<file path="src/rtl/sim_test_monitor_pkg.sv">
// Shared definitions for the self-test verdict monitor: state encodings,
// the protocol flag value and default parameter values.
package sim_test_monitor_pkg;

  typedef enum logic [2:0] {
    ST_RUN     = 3'd0,
    ST_SETTLE  = 3'd1,
    ST_PASS    = 3'd2,
    ST_FAIL    = 3'd3,
    ST_TIMEOUT = 3'd4,
    ST_HANG    = 3'd5
  } state_e;

  // Value the test program writes into x26/x27 to signal done/pass.
  localparam int TEST_FLAG_ONE = 1;

  localparam int DEF_XLEN           = 32;
  localparam int DEF_CNT_W          = 32;
  localparam int DEF_TIMEOUT_CYCLES = 100000;
  localparam int DEF_SETTLE_CYCLES  = 10;
  localparam int DEF_STALL_LIMIT    = 64;

  function automatic logic is_verdict(input state_e s);
    return (s == ST_PASS) || (s == ST_FAIL) || (s == ST_TIMEOUT) || (s == ST_HANG);
  endfunction

endpackage

</file>
<file path="src/rtl/sim_test_monitor_if.sv">
// Bundle of register taps from the core and verdict outputs of the monitor.
// master = core/bench side driving the taps, slave = the monitor.
interface sim_test_monitor_if #(
  parameter int XLEN  = sim_test_monitor_pkg::DEF_XLEN,
  parameter int CNT_W = sim_test_monitor_pkg::DEF_CNT_W
);
  logic             en_i;
  logic             clr_i;
  logic [XLEN-1:0]  done_flag_i;
  logic [XLEN-1:0]  pass_flag_i;
  logic [XLEN-1:0]  testnum_i;
  logic [XLEN-1:0]  pc_i;

  logic [2:0]       state_o;
  logic             done_o;
  logic             pass_o;
  logic             fail_o;
  logic             timeout_o;
  logic             hang_o;
  logic [CNT_W-1:0] cycle_cnt_o;
  logic [XLEN-1:0]  fail_testnum_o;
  logic [XLEN-1:0]  final_pc_o;

  modport master (
    output en_i, clr_i, done_flag_i, pass_flag_i, testnum_i, pc_i,
    input  state_o, done_o, pass_o, fail_o, timeout_o, hang_o,
           cycle_cnt_o, fail_testnum_o, final_pc_o
  );

  modport slave (
    input  en_i, clr_i, done_flag_i, pass_flag_i, testnum_i, pc_i,
    output state_o, done_o, pass_o, fail_o, timeout_o, hang_o,
           cycle_cnt_o, fail_testnum_o, final_pc_o
  );
endinterface

</file>
<file path="src/rtl/sim_test_monitor_sat_counter.sv">
// Width-parametrised up-counter that sticks at all-ones instead of wrapping.
module sim_test_monitor_sat_counter #(
  parameter int W = 32
) (
  input  logic         clk,
  input  logic         rest,
  input  logic         clr,
  input  logic         en,
  output logic [W-1:0] q
);

  // Synchronous clear has priority; increment only below the ceiling.
  always_ff @(posedge clk) begin
    if (rest || clr) begin
      q <= '0;
    end else if (en && (q != '1)) begin
      q <= q + 1'b1;
    end
  end

endmodule

</file>
<file path="src/rtl/sim_test_monitor.sv">
// Self-test verdict monitor for the RV32 core. Watches the done/pass flag
// registers, the test number and the PC, and latches a sticky verdict.
//
// state      | meaning
// -----------+---------------------------------------------------------
// ST_RUN     | test executing; counting cycles, watching for done/stall
// ST_SETTLE  | done seen; waiting for the pass flag to become stable
// ST_PASS    | pass flag was exactly 1 at the sampling cycle
// ST_FAIL    | pass flag was anything other than 1
// ST_TIMEOUT | cycle budget exhausted without done
// ST_HANG    | PC unchanged for STALL_LIMIT consecutive RUN cycles
module sim_test_monitor
  import sim_test_monitor_pkg::*;
#(
  parameter int XLEN           = DEF_XLEN,
  parameter int CNT_W          = DEF_CNT_W,
  parameter int TIMEOUT_CYCLES = DEF_TIMEOUT_CYCLES,
  parameter int SETTLE_CYCLES  = DEF_SETTLE_CYCLES,
  parameter int STALL_LIMIT    = DEF_STALL_LIMIT
) (
  input logic              clk,
  input logic              rest,
  sim_test_monitor_if.slave bus
);

  localparam logic [CNT_W-1:0] TIMEOUT_LAST = CNT_W'(TIMEOUT_CYCLES - 1);
  localparam logic [CNT_W-1:0] SETTLE_LAST  = CNT_W'(SETTLE_CYCLES - 1);
  // Meaningless when STALL_LIMIT is 0; hang_hit is gated off in that case.
  localparam logic [CNT_W-1:0] STALL_LAST   = CNT_W'(STALL_LIMIT - 1);
  localparam logic [XLEN-1:0]  FLAG_ONE     = XLEN'(TEST_FLAG_ONE);

  state_e           state_q, state_d;
  logic             sync_rst;
  logic [CNT_W-1:0] cycle_cnt, stall_cnt, settle_cnt;
  logic [XLEN-1:0]  prev_pc;
  logic             run_active, pc_same;
  logic             done_hit, timeout_hit, hang_hit, settle_last;
  logic             cycle_inc, verdict_entry;

  logic             done_q, pass_q, fail_q, timeout_q, hang_q;
  logic [XLEN-1:0]  fail_testnum_q, final_pc_q;

  // clr_i is a full restart, indistinguishable from reset.
  assign sync_rst    = rest | bus.clr_i;

  assign run_active  = (state_q == ST_RUN) && bus.en_i;
  assign pc_same     = (bus.pc_i == prev_pc);
  assign done_hit    = (bus.done_flag_i == FLAG_ONE);
  assign timeout_hit = (cycle_cnt == TIMEOUT_LAST);
  assign hang_hit    = (STALL_LIMIT != 0) && (stall_cnt == STALL_LAST) && pc_same;
  assign settle_last = (settle_cnt == SETTLE_LAST);

  // Next-state decode; done outranks timeout, which outranks hang.
  always_comb begin
    state_d   = state_q;
    cycle_inc = 1'b0;
    case (state_q)
      ST_RUN: begin
        if (bus.en_i) begin
          if (done_hit) begin
            state_d = ST_SETTLE;
          end else if (timeout_hit) begin
            state_d = ST_TIMEOUT;
          end else if (hang_hit) begin
            state_d = ST_HANG;
          end else begin
            cycle_inc = 1'b1;
          end
        end
      end
      ST_SETTLE: begin
        cycle_inc = 1'b1;
        if (settle_last) begin
          state_d = (bus.pass_flag_i == FLAG_ONE) ? ST_PASS : ST_FAIL;
        end
      end
      ST_PASS, ST_FAIL, ST_TIMEOUT, ST_HANG: begin
        state_d = state_q;
      end
      default: begin
        state_d = ST_RUN;
      end
    endcase
  end

  assign verdict_entry = is_verdict(state_d) && !is_verdict(state_q);

  sim_test_monitor_sat_counter #(.W(CNT_W)) u_cycle_cnt (
    .clk  (clk),
    .rest (sync_rst),
    .clr  (1'b0),
    .en   (cycle_inc),
    .q    (cycle_cnt)
  );

  sim_test_monitor_sat_counter #(.W(CNT_W)) u_stall_cnt (
    .clk  (clk),
    .rest (sync_rst),
    .clr  (run_active && !pc_same),
    .en   (run_active && pc_same),
    .q    (stall_cnt)
  );

  // Held at zero outside SETTLE so it always starts from 0 on entry.
  sim_test_monitor_sat_counter #(.W(CNT_W)) u_settle_cnt (
    .clk  (clk),
    .rest (sync_rst),
    .clr  (state_q != ST_SETTLE),
    .en   (state_q == ST_SETTLE),
    .q    (settle_cnt)
  );

  // State register.
  always_ff @(posedge clk) begin
    if (sync_rst) begin
      state_q <= ST_RUN;
    end else begin
      state_q <= state_d;
    end
  end

  // PC history for stall detection; frozen while paused or outside RUN.
  always_ff @(posedge clk) begin
    if (sync_rst) begin
      prev_pc <= '0;
    end else if (run_active) begin
      prev_pc <= bus.pc_i;
    end
  end

  // Registered verdict flags and the snapshot taken when a verdict is reached.
  always_ff @(posedge clk) begin
    if (sync_rst) begin
      done_q         <= 1'b0;
      pass_q         <= 1'b0;
      fail_q         <= 1'b0;
      timeout_q      <= 1'b0;
      hang_q         <= 1'b0;
      fail_testnum_q <= '0;
      final_pc_q     <= '0;
    end else begin
      done_q    <= is_verdict(state_d);
      pass_q    <= (state_d == ST_PASS);
      fail_q    <= (state_d == ST_FAIL);
      timeout_q <= (state_d == ST_TIMEOUT);
      hang_q    <= (state_d == ST_HANG);
      if (verdict_entry) begin
        fail_testnum_q <= bus.testnum_i;
        final_pc_q     <= bus.pc_i;
      end
    end
  end

  assign bus.state_o        = state_q;
  assign bus.done_o         = done_q;
  assign bus.pass_o         = pass_q;
  assign bus.fail_o         = fail_q;
  assign bus.timeout_o      = timeout_q;
  assign bus.hang_o         = hang_q;
  assign bus.cycle_cnt_o    = cycle_cnt;
  assign bus.fail_testnum_o = fail_testnum_q;
  assign bus.final_pc_o     = final_pc_q;

endmodule

</file>
<file path="src/flat_wrapper.sv">
// flat-port wrapper written by rule: the top's interface ports become plain ports
module sim_test_monitor_flat import sim_test_monitor_pkg::*;
#(
  parameter int XLEN           = DEF_XLEN,
  parameter int CNT_W          = DEF_CNT_W,
  parameter int TIMEOUT_CYCLES = DEF_TIMEOUT_CYCLES,
  parameter int SETTLE_CYCLES  = DEF_SETTLE_CYCLES,
  parameter int STALL_LIMIT    = DEF_STALL_LIMIT
)
  (clk, rest, bus_en_i, bus_clr_i, bus_done_flag_i, bus_pass_flag_i, bus_testnum_i, bus_pc_i, bus_state_o, bus_done_o, bus_pass_o, bus_fail_o, bus_timeout_o, bus_hang_o, bus_cycle_cnt_o, bus_fail_testnum_o, bus_final_pc_o);
  sim_test_monitor_if #(.XLEN(XLEN), .CNT_W(CNT_W)) bus_i ();
  input logic clk;
  input logic rest;
  input wire logic [$bits(bus_i.en_i)-1:0] bus_en_i;
  input wire logic [$bits(bus_i.clr_i)-1:0] bus_clr_i;
  input wire logic [$bits(bus_i.done_flag_i)-1:0] bus_done_flag_i;
  input wire logic [$bits(bus_i.pass_flag_i)-1:0] bus_pass_flag_i;
  input wire logic [$bits(bus_i.testnum_i)-1:0] bus_testnum_i;
  input wire logic [$bits(bus_i.pc_i)-1:0] bus_pc_i;
  output wire logic [$bits(bus_i.state_o)-1:0] bus_state_o;
  output wire logic [$bits(bus_i.done_o)-1:0] bus_done_o;
  output wire logic [$bits(bus_i.pass_o)-1:0] bus_pass_o;
  output wire logic [$bits(bus_i.fail_o)-1:0] bus_fail_o;
  output wire logic [$bits(bus_i.timeout_o)-1:0] bus_timeout_o;
  output wire logic [$bits(bus_i.hang_o)-1:0] bus_hang_o;
  output wire logic [$bits(bus_i.cycle_cnt_o)-1:0] bus_cycle_cnt_o;
  output wire logic [$bits(bus_i.fail_testnum_o)-1:0] bus_fail_testnum_o;
  output wire logic [$bits(bus_i.final_pc_o)-1:0] bus_final_pc_o;
  assign bus_i.en_i = bus_en_i;
  assign bus_i.clr_i = bus_clr_i;
  assign bus_i.done_flag_i = bus_done_flag_i;
  assign bus_i.pass_flag_i = bus_pass_flag_i;
  assign bus_i.testnum_i = bus_testnum_i;
  assign bus_i.pc_i = bus_pc_i;
  assign bus_state_o = bus_i.state_o;
  assign bus_done_o = bus_i.done_o;
  assign bus_pass_o = bus_i.pass_o;
  assign bus_fail_o = bus_i.fail_o;
  assign bus_timeout_o = bus_i.timeout_o;
  assign bus_hang_o = bus_i.hang_o;
  assign bus_cycle_cnt_o = bus_i.cycle_cnt_o;
  assign bus_fail_testnum_o = bus_i.fail_testnum_o;
  assign bus_final_pc_o = bus_i.final_pc_o;
  sim_test_monitor #(.XLEN(XLEN), .CNT_W(CNT_W), .TIMEOUT_CYCLES(TIMEOUT_CYCLES), .SETTLE_CYCLES(SETTLE_CYCLES), .STALL_LIMIT(STALL_LIMIT)) u_core (.clk(clk), .rest(rest), .bus(bus_i));
endmodule
</file>
<file path="config.mk">
export PLATFORM = sky130hd
export DESIGN_NAME = sim_test_monitor_flat
export DESIGN_NICKNAME = d
export VERILOG_FILES = /design/src/rtl/sim_test_monitor_pkg.sv /design/src/rtl/sim_test_monitor_if.sv /design/src/rtl/sim_test_monitor_sat_counter.sv /design/src/rtl/sim_test_monitor.sv /design/src/flat_wrapper.sv
export SDC_FILE = /design/constraint.sdc
export NUM_CORES = 1
export LEC_CHECK = 0
export ABC_AREA = 1
export BUFFER_PORTS_ARGS = -buffer_cell sky130_fd_sc_hd__buf_2
export CORE_UTILIZATION = 30
export CTS_BUF_LIST = sky130_fd_sc_hd__clkbuf_16
export CTS_CLUSTER_DIAMETER = 100
export DETAILED_ROUTE_END_ITERATION = 10
export PLACE_DENSITY = 0.52
export SYNTH_ARGS = -nofsm -noshare
export SYNTH_HDL_FRONTEND = slang
export SYNTH_SLANG_ARGS = --single-unit
</file>
<file path="constraint.sdc">
create_clock -name clk -period 2.55 [get_ports clk]
set_input_delay 0.255 -clock clk [delete_from_list [all_inputs] [get_ports clk]]
set_output_delay 0.255 -clock clk [all_outputs]
set_load 0.02 [all_outputs]
</file>
==> metrics.sh, run 1 <==
ASYNCSETRESETFLOPFRACSYNTH=0
WIRE_PER_INST_UM=14.7
YOSYS_WARNINGS=0
SYNTH.NET_COUNT=1824
PATH_BUF_INV=1
POST-ROUTE-MIN-PERIOD_NS=2.31
TIMING.MAX_CAP.VIOLATIONS=0
CRIT_FANOUT=100
GR-USAGE-MET3=0.0528
CTS_NUM_SINKS=200
GR-USAGE-MET2=0.301
FP.DIEW_UM=196
CTS_MADE_BUFFERS=17
ANTENNA_LEFT=0
NUM_IO_PINS=236
POWER.STATIC_LEAKAGE_nW=5.46
CRITICALPATHCATEGORY='reg2reg'
LAYOUT_COMMON_CELLS='sky130_fd_sc_hd__nand2_1 (384), sky130_fd_sc_hd__buf_2 (235), sky130_fd_sc_hd__nor2_1 (204)'
CTS_REPAIR_RESIZE_COUNT=0
ANTENNA_VIOLATIONS_BEFORE_REPAIR=8
SYNTHESIS.AREA_UM2=11300
DIE_HEIGHT_UM=196
CTS_MAX_PATH_BUFFERS=2
SYNTH.TOP_CELL.AREA_SHARE=0.354
GRT_SETUP_UNREPAIRED='no'
TOTAL_VIAS_IN_THE_FINAL_ROUTE=11600
CRITICAL-PATH-TOP-DELAY-FAMILY='simple AND/OR/NAND/NOR gates'
NUMBER_OF_GLOBAL_ROUTE_VIAS_BEFORE_REPAIR=10900
PRE_CTS_SETUP_SLACK_NS=0.185
CTS.HTREE.LEVELS=4
YOSYS-TOP-CELLS-AREA='sky130_fd_sc_hd__dfxtp_1 (35%), sky130_fd_sc_hd__nand2_1 (13%), sky130_fd_sc_hd__a21oi_1 (8.0%)'
HOLD_BUFFERS=0
GP_CONGESTION=0.964
SETUP-VIOLATIONS-FINAL=0
SYNTH-SEQ-AREA-SHARE=0.354
DOMINANT_COMBINATIONAL_CELL_FAMILY_BY_AREA_AFTER_SYNTHESIS='simple AND/OR/NAND/NOR gates'
OVERFLOW=0
LAYOUT_WORST_PATH_CYCLE_SHARE=0.905
YOSYS.CELL_TYPES.COUNT=39
CTS_TREE='done'
CTS-ROOT-BUF='sky130_fd_sc_hd__clkbuf_16'
SYNTH_XOR_AREA_FRAC=0.0744
IO_BUFFER_COUNT=235
CRITPATHREQUIREDTIME_NS=2.90
PLACEABLECOREAREA_UM2=36900
POST_SYNTH_FA_HA_MAJ_AREA_FRACTION=0.00443
DETAIL_ROUTE.VIAS_PER_CELL=4.80
SYNTHSIMPLEGATEAREAFRAC=0.364
POSTSYNTHREGISTERBITS=200
CRIT_PATH_CELL_TRACE='ha_1 -> nand2_1 -> nor2_4 -> nand3_1 -> nor2_2 -> nand3_2 -> nand2_1 -> nand2_1 -> nand3_4 -> buf_12 -> nand3_1 -> nand2_1 -> nor2_1'
IRDROPWORSTVDD_mV=0.492
GRT-BUSIEST-LAYER='met2'
TIMING_MAX_TRANSITION_VIOLATIONS_FINAL=0
WORSTHOLDPATHTYPE='in2reg'
FINCLKSKEW_NS=0.0157
SLEW_HEADROOM=0.335
CLOCK_LATENCY_NS=0.46
FLOORPLAN.ROWS=70
BUFFERS_INSERTED_BY_POST_CTS_TIMING_REPAIR=0
NFILLCELLS=3972
DRT_ITER0_MARKERS=757
POSTSYNTHAREAPERCELL_UM2=6.70
REPORT.FINAL.HOLD_VIOL_COUNT=0
CRITICAL-PATH-SLOWEST-CELL='sky130_fd_sc_hd__dfxtp_1'
DRT_WL_TOTAL_MM=35.5
WORST_SLEW_PIN_SLEW_NS=0.997
CRITICAL_PATH.MOST_COMMON_CELL='sky130_fd_sc_hd__nand2_1'
MAPPED_CELLS=1688
P_PER_AREA_nW_PER_UM2=472
ACHIEVABLE-FREQUENCY_GHz=0.434
MUXSHAREOFSYNTHAREA=0
SYNTH_FLOP_CELL='sky130_fd_sc_hd__dfxtp_1'
FLOORPLAN.INITIALDENSITY=0.307
CLK_PIN_SLEW_WORST_PATHS_NS=0.09
TOTALNEGATIVESETUPSLACK_NS=0
GRTUSAGETOTAL=0.185
FINAL_COMMON_CELL='sky130_fd_sc_hd__nand2_1'
DETAILEDROUTE.FIRSTPASSITERATIONCOUNT=7
TIMING.CRITICAL_PATH.TO_TYPE='flip-flop'
NETS_FINAL=2025
GLOBALROUTEMET1UTIL=0.245
OUTCOME='completed'
START_KIND='flip-flop'
WORST_PATH_LARGEST_CELL_DELAY_NS=0.40
NUMBER_OF_ENABLE_TYPE_REGISTER_CELLS_IN_THE_SYNTHESIZED_NETLIST=0
DRC=0
HPWLAFTERDP_MM=26.0
DIE_OUTLINE_AREA_UM2=38500
LARGEST_NET_DEGREE_AT_THE_START_OF_GLOBAL_ROUTING=129
LARGEST_AREA_CONTRIBUTOR_IN_THE_NETLIST='sky130_fd_sc_hd__dfxtp_1'
FINAL_LAYOUT_SIZE_SUFFIX_GT1_FRAC=0.191
FIRST_PASS_GRT_WIRE_LENGTH_MM=57.4
CRIT_ARRIVAL_NS=2.66
AREAGROWTHSYNTHTOFINISH_PCT=20.4
FINAL_WS_SETUP_NS=0.243
SYNTH_COMPOUND_GATE_AREA_SHARE=0.103
## power by group
group	internal (W)	switching (W)	leakage (nW)	total, W
clock	0.00149	0.00139	0.294	0.00288
sequential	0.00314	0.0000147	1.61	0.00316
combinational	0.000160	0.000221	3.55	0.000382
## metrics by stage
step | cells | utilization | instance area [µm²] | power, W | hold WS (ns)
after global routing | 2409 | 0.369 | 13600 | 0.00669 | 0.0539
after CTS | 2406 | 0.369 | 13600 | 0.00653 | 0.0375
after floorplan | 1688 | - | 11300 | 0.00343 | 0.404
final | 2411 | 0.369 | 13600 | 0.00642 | 0.0676
after global placement | 2374 | 0.352 | 13000 | 0.00361 | 0.447
after detailed placement | 2374 | 0.352 | 13000 | 0.00362 | 0.454
## metal layers
layer | wire length, µm | part of all wire | vias up
met5 | 37 | 0.0010 | -
met4 | 312 | 0.0088 | 6
met3 | 2480 | 0.070 | 30
met2 | 16100 | 0.45 | 347
met1 | 16600 | 0.47 | 5290
li1 | - | - | 5904
## state kept, by name (all words and copies together) (netlist names)
register and count:
u_core.bus.timeout_o 1, u_core.bus.hang_o 1, u_core.u_stall_cnt.q 32, u_core.bus.state_o 3, u_core.bus.final_pc_o 32, u_core.bus.done_o 1
u_core.u_cycle_cnt.q 32, u_core.prev_pc 32, u_core.bus.fail_testnum_o 32, u_core.bus.fail_o 1, u_core.bus.pass_o 1, u_core.u_settle_cnt.q 32
## tightest hold or removal path, delay by kind of cell
kind            cells  cell delay [ns]
buf+inv             2             0.17
compound gates      1             0.05
## cells in the mapped netlist, types with 5 or more instances
cell type,number
sky130_fd_sc_hd__dfxtp_1,200
sky130_fd_sc_hd__inv_1,156
sky130_fd_sc_hd__xnor2_1,29
sky130_fd_sc_hd__nand2_1,384
sky130_fd_sc_hd__buf_2,16
sky130_fd_sc_hd__a21oi_1,180
sky130_fd_sc_hd__o21ai_0,37
sky130_fd_sc_hd__nor3_1,57
sky130_fd_sc_hd__buf_1,10
sky130_fd_sc_hd__nor2_1,206
sky130_fd_sc_hd__nand4_1,66
sky130_fd_sc_hd__nand3_2,22
sky130_fd_sc_hd__nand3_1,107
sky130_fd_sc_hd__nor4_1,29
sky130_fd_sc_hd__or2_1,5
sky130_fd_sc_hd__inv_2,20
sky130_fd_sc_hd__clkbuf_1,37
sky130_fd_sc_hd__buf_6,14
sky130_fd_sc_hd__xor2_1,67
sky130_fd_sc_hd__buf_4,5
## path summary, 6_finish.rpt
check,startpoint,to,slack [ns],cells past startpoint
worst max-delay path,u_core.u_stall_cnt.q[0],u_core.bus.fail_testnum_o[18],0.24,13
worst min-delay path,bus_pc_i[31],u_core.prev_pc[31],0.07,3
worst max register to register,u_core.u_stall_cnt.q[0],u_core.bus.fail_testnum_o[18],0.24,13
worst min register to register,u_core.prev_pc[9],u_core.prev_pc[9],0.47,2
## cell type report
cell class / count / area (µm²) / area share
clock buffers: 17 / 425 / 0.0313
flip-flops and latches: 200 / 4000 / 0.294
well taps: 504 / 631 / 0.0463
multi-input cells: 1229 / 6210 / 0.456
repair buffers: 265 / 1480 / 0.108
clock inverters: 15 / 191 / 0.0141
diodes: 5 / 12.5 / 0.000919
inverters: 176 / 661 / 0.0485
## cell families after synthesis
group / count (synthesis)
buf+inv: 259
simple gates: 901
flops: 200
compound gates: 228
fa+ha+maj: 4
xor+xnor: 96
Note: power is estimated with default switching activity, not from simulation.
==> run 2, diff against run 1 <==
--- a/config.mk
+++ b/config.mk
@@ -5,13 +5,12 @@
 export SDC_FILE = /design/constraint.sdc
 export NUM_CORES = 1
 export LEC_CHECK = 0
-export ABC_AREA = 1
 export BUFFER_PORTS_ARGS = -buffer_cell sky130_fd_sc_hd__buf_2
 export CORE_UTILIZATION = 30
 export CTS_BUF_LIST = sky130_fd_sc_hd__clkbuf_16
 export CTS_CLUSTER_DIAMETER = 100
 export DETAILED_ROUTE_END_ITERATION = 10
-export PLACE_DENSITY = 0.52
+export PLACE_DENSITY = 0.53
 export SYNTH_ARGS = -nofsm -noshare
 export SYNTH_HDL_FRONTEND = slang
 export SYNTH_SLANG_ARGS = --single-unit
==> metrics.sh, run 2 <==
ACHIEVABLE-FREQUENCY_GHz=0.381  # -12%
OVERFLOW=0  # unchanged
CLK_PIN_SLEW_WORST_PATHS_NS=0.09  # about the same
PRE_CTS_SETUP_SLACK_NS=-0.236  # -0.421 ns
SYNTH.TOP_CELL.AREA_SHARE=0.420  # +0.0662
CTS_MAX_PATH_BUFFERS=2  # unchanged
REPORT.FINAL.HOLD_VIOL_COUNT=0  # unchanged
ASYNCSETRESETFLOPFRACSYNTH=0  # unchanged
CTS.HTREE.LEVELS=4  # unchanged
NETS_FINAL=1535  # -24%
POSTPLACECELLAREA_UM2=11400  # -12%
POSTSYNTHAREAPERCELL_UM2=8.33  # +24%
FINCLKSKEW_NS=0.0196  # +0.00383 ns
WORST_SLEW_PIN_SLEW_NS=0.638  # -0.359 ns
CTS_NUM_SINKS=200  # unchanged
IO_BUFFER_COUNT=235  # unchanged
SYNTH_FLOP_CELL='sky130_fd_sc_hd__dfxtp_1'
HOLD_BUFFERS=0  # unchanged
FLOORPLAN.INITIALDENSITY=0.308  # +0.00155
DETAIL_ROUTE.VIAS_PER_CELL=5.02  # +4.5%
SYNTHMOSTINSTANTIATEDCELL='sky130_fd_sc_hd__nand2_1'
POST-ROUTE-MIN-PERIOD_NS=2.63  # +0.318 ns
SYNTH_TOP_CELLS_BY_COUNT='sky130_fd_sc_hd__nand2_1 (238), sky130_fd_sc_hd__dfxtp_1 (200), sky130_fd_sc_hd__nor2_1 (75)'
ANTENNA_VIOLATIONS_BEFORE_REPAIR=0  # -8
ANTENNA-DIODE-COUNT=0  # -5
REG2REG_TO='u_core.bus.final_pc_o[11]'
FINAL_WS_SETUP_NS=-0.0752  # -0.318 ns
CRITICALPATHCATEGORY='reg2reg'
TIMING.CRITICAL_PATH.TO_TYPE='flip-flop'
START_KIND='flip-flop'
SEQCELLAREA_UM2=4010  # about the same
YOSYS-TOP-CELLS-AREA='sky130_fd_sc_hd__dfxtp_1 (42%), sky130_fd_sc_hd__nand2_1 (9.4%), sky130_fd_sc_hd__mux2i_1 (6.9%)'
DETAILEDROUTE.FIRSTPASSITERATIONCOUNT=5  # -2
DRT_WL_TOTAL_MM=27.7  # -22%
LAYOUT_COMMON_CELLS='sky130_fd_sc_hd__nand2_1 (238), sky130_fd_sc_hd__buf_2 (235), sky130_fd_sc_hd__dfxtp_1 (197)'
TIMING.MAX_CAP.VIOLATIONS=0  # unchanged
CRIT_PATH_CELL_TRACE='nor4_4 -> nand2_1 -> or4_4 -> nor4_4 -> nor2_1 -> a222oi_1 -> buf_4 -> buf_12 -> mux2i_1'
CRITICAL_PATH.MOST_COMMON_CELL='sky130_fd_sc_hd__nor4_4'
REG2REGPATHDEPTH=9  # -4
PLACEABLECOREAREA_UM2=30900  # -16%
WIRE_PER_INST_UM=15.3  # +4.1%
OUTCOME='finished, violations left'
SYNTHESIS.AREA_UM2=9530  # -16%
CTS_MADE_BUFFERS=17  # unchanged
FINAL_COMMON_CELL='sky130_fd_sc_hd__nand2_1'
LARGEST_NET_DEGREE_AT_THE_START_OF_GLOBAL_ROUTING=64  # -50%
TOTAL_VIAS_IN_THE_FINAL_ROUTE=9072  # -22%
DRC=0  # unchanged
NUMBER_OF_ENABLE_TYPE_REGISTER_CELLS_IN_THE_SYNTHESIZED_NETLIST=0  # unchanged
TOTALNEGATIVESETUPSLACK_NS=-2.88  # -2.88 ns
TIMING_MAX_TRANSITION_VIOLATIONS_FINAL=0  # unchanged
SYNTH.NET_COUNT=1279  # -30%
SETUP-VIOLATIONS-FINAL=64  # +64
GP_CONGESTION=0.857  # -11%
GRTUSAGETOTAL=0.166  # -0.0196
LAYOUT.CELL_AREA.NON_FILLER_UM2=12200  # -10%
NUMBER_OF_GLOBAL_ROUTE_VIAS_BEFORE_REPAIR=8313  # -24%
DRT_ITER0_MARKERS=494  # -35%
POST-LAYOUT-TOTAL-POWER_W=0.00637  # -0.82%
FP.DIEW_UM=180  # -8.1%
MULTI_INPUT_AREA_UM2=5250  # -15%
WHS_NS=0.0485  # -0.0191 ns
IRDROPWORSTVDD_mV=0.460  # -6.5%
R2R_SETUP_SLACK_NS=-0.08  # -0.32 ns
CRIT_FANOUT=20  # -80%
CLOCK_LATENCY_NS=0.44  # -0.02 ns
GRT_SETUP_UNREPAIRED='yes'
HPWLAFTERDP_MM=20.0  # -23%
SLEW_HEADROOM=0.573  # +0.238
NFILLCELLS=3230  # -19%
POSTSYNTHREGISTERBITS=200  # unchanged
CTS_TREE='done'
CTS-ROOT-BUF='sky130_fd_sc_hd__clkbuf_16'
CRITICAL-PATH-SLOWEST-CELL='sky130_fd_sc_hd__or4_4'
POWER.STATIC_LEAKAGE_nW=4.52  # -17%
CRITPATHREQUIREDTIME_NS=2.92  # +0.02 ns
DIE_OUTLINE_AREA_UM2=32500  # -16%
WORSTHOLDPATHTYPE='in2reg'
AREAGROWTHSYNTHTOFINISH_PCT=28.5
DIE_HEIGHT_UM=180  # -8.1%
LAYOUT_WORST_PATH_CYCLE_SHARE=1.03  # +0.125
CP-STARTPOINT='u_core.u_cycle_cnt.q[12]'
CRIT_ARRIVAL_NS=2.99  # +0.33 ns
LARGEST_AREA_CONTRIBUTOR_IN_THE_NETLIST='sky130_fd_sc_hd__dfxtp_1'
VIOLATIONS='setup timing'
WORST_PATH_LARGEST_CELL_DELAY_NS=0.51  # +0.11 ns
YOSYS.CELL_TYPES.COUNT=52  # +33%
CRITICAL_PATH.REG2REG.STARTPOINT='u_core.u_cycle_cnt.q[12]'
MAPPED_CELLS=1143  # -32%
ANTENNA_LEFT=0  # unchanged
YOSYS_WARNINGS=0  # unchanged
CP-ENDPOINT='u_core.bus.final_pc_o[11]'
FIRST_PASS_GRT_WIRE_LENGTH_MM=43.8  # -24%
NUM_IO_PINS=236  # unchanged
SYNTH-SEQ-AREA-SHARE=0.420  # +0.0662
FINAL_LAYOUT_SIZE_SUFFIX_GT1_FRAC=0.254  # +0.0627
FLOORPLAN.ROWS=64  # -8.6%
P_PER_AREA_nW_PER_UM2=520  # +10%
-- run 2: what timing repair did --
action / 4_1_cts / 5_1_grt
setup endpoints to repair: 64 / 100
setup buffers: 3 / 4
gates cloned: 2 / 1
hold endpoints to repair: 0 / 0
resized for setup: 13 / 7
pin swaps: 2 / 2
-- run 2: worst min path at each step --
stage | startpoint | endpoint | depth (start not counted)
after floorplan | bus_pc_i[0] | u_core.prev_pc[0] | 2
after global placement | u_core.bus.fail_testnum_o[18] | u_core.bus.fail_testnum_o[18] | 2
after detailed placement | u_core.bus.final_pc_o[31] | u_core.bus.final_pc_o[31] | 2
after CTS | bus_testnum_i[2] | u_core.bus.fail_testnum_o[2] | 3
after global routing | bus_testnum_i[2] | u_core.bus.fail_testnum_o[2] | 3
final | bus_testnum_i[2] | u_core.bus.fail_testnum_o[2] | 3
-- run 2: critical path: cells and delay by family (launching register included) --
kind                   cells  cell delay, ns
DFF                        1            0.34
and+or+nand+nor            5            1.14
muxes                      1            0.20
buffers and inverters      2            0.48
AOI/OAI and AO/OA          1            0.37
-- run 2: logic make-up (layout without fill, tap and decap cells) --
| family | after synthesis | count (layout) | share of synthesized area |
|---|---|---|---|
| compound gates | 128 | 128 | 0.0770 |
| xor+xnor | 85 | 85 | 0.0782 |
| fa+ha+maj | 4 | 4 | 0.00525 |
| buf+inv | 70 | 339 | 0.0407 |
| flops | 200 | 200 | 0.420 |
| mux | 66 | 66 | 0.0694 |
| simple gates | 590 | 590 | 0.309 |
-- run 2: routing by layer --
metal / vias to the layer above / GRT usage / routed length (µm) / share of wire
li1: 4564 / - / - / -
met1: 4216 / 0.219 / 13000 / 0.47
met2: 268 / 0.269 / 12500 / 0.45
met3: 24 / 0.0362 / 1730 / 0.062
met4: 0 / 0.0503 / 415 / 0.015
met5: - / 0 / 0 / 0
-- run 2: metrics by stage --
step,cells,util
final,1808,0.396
after global routing,1808,0.396
after CTS,1804,0.393
after detailed placement,1767,0.368
after global placement,1767,0.368
after floorplan,1143,-
-- run 2: final cells by class --
cell class,count,area share
clock buffers,17,0.0348
inverters,9,0.00276
clock inverters,15,0.0173
repair buffers,298,0.148
well taps,396,0.0405
flip-flops and latches,200,0.327
multi-input cells,873,0.429
-- run 2: power breakdown --
part	switching (W)	internal, W
Clock	0.00149	0.00138
Sequential	0.0000111	0.00314
Combinational	0.000201	0.000147
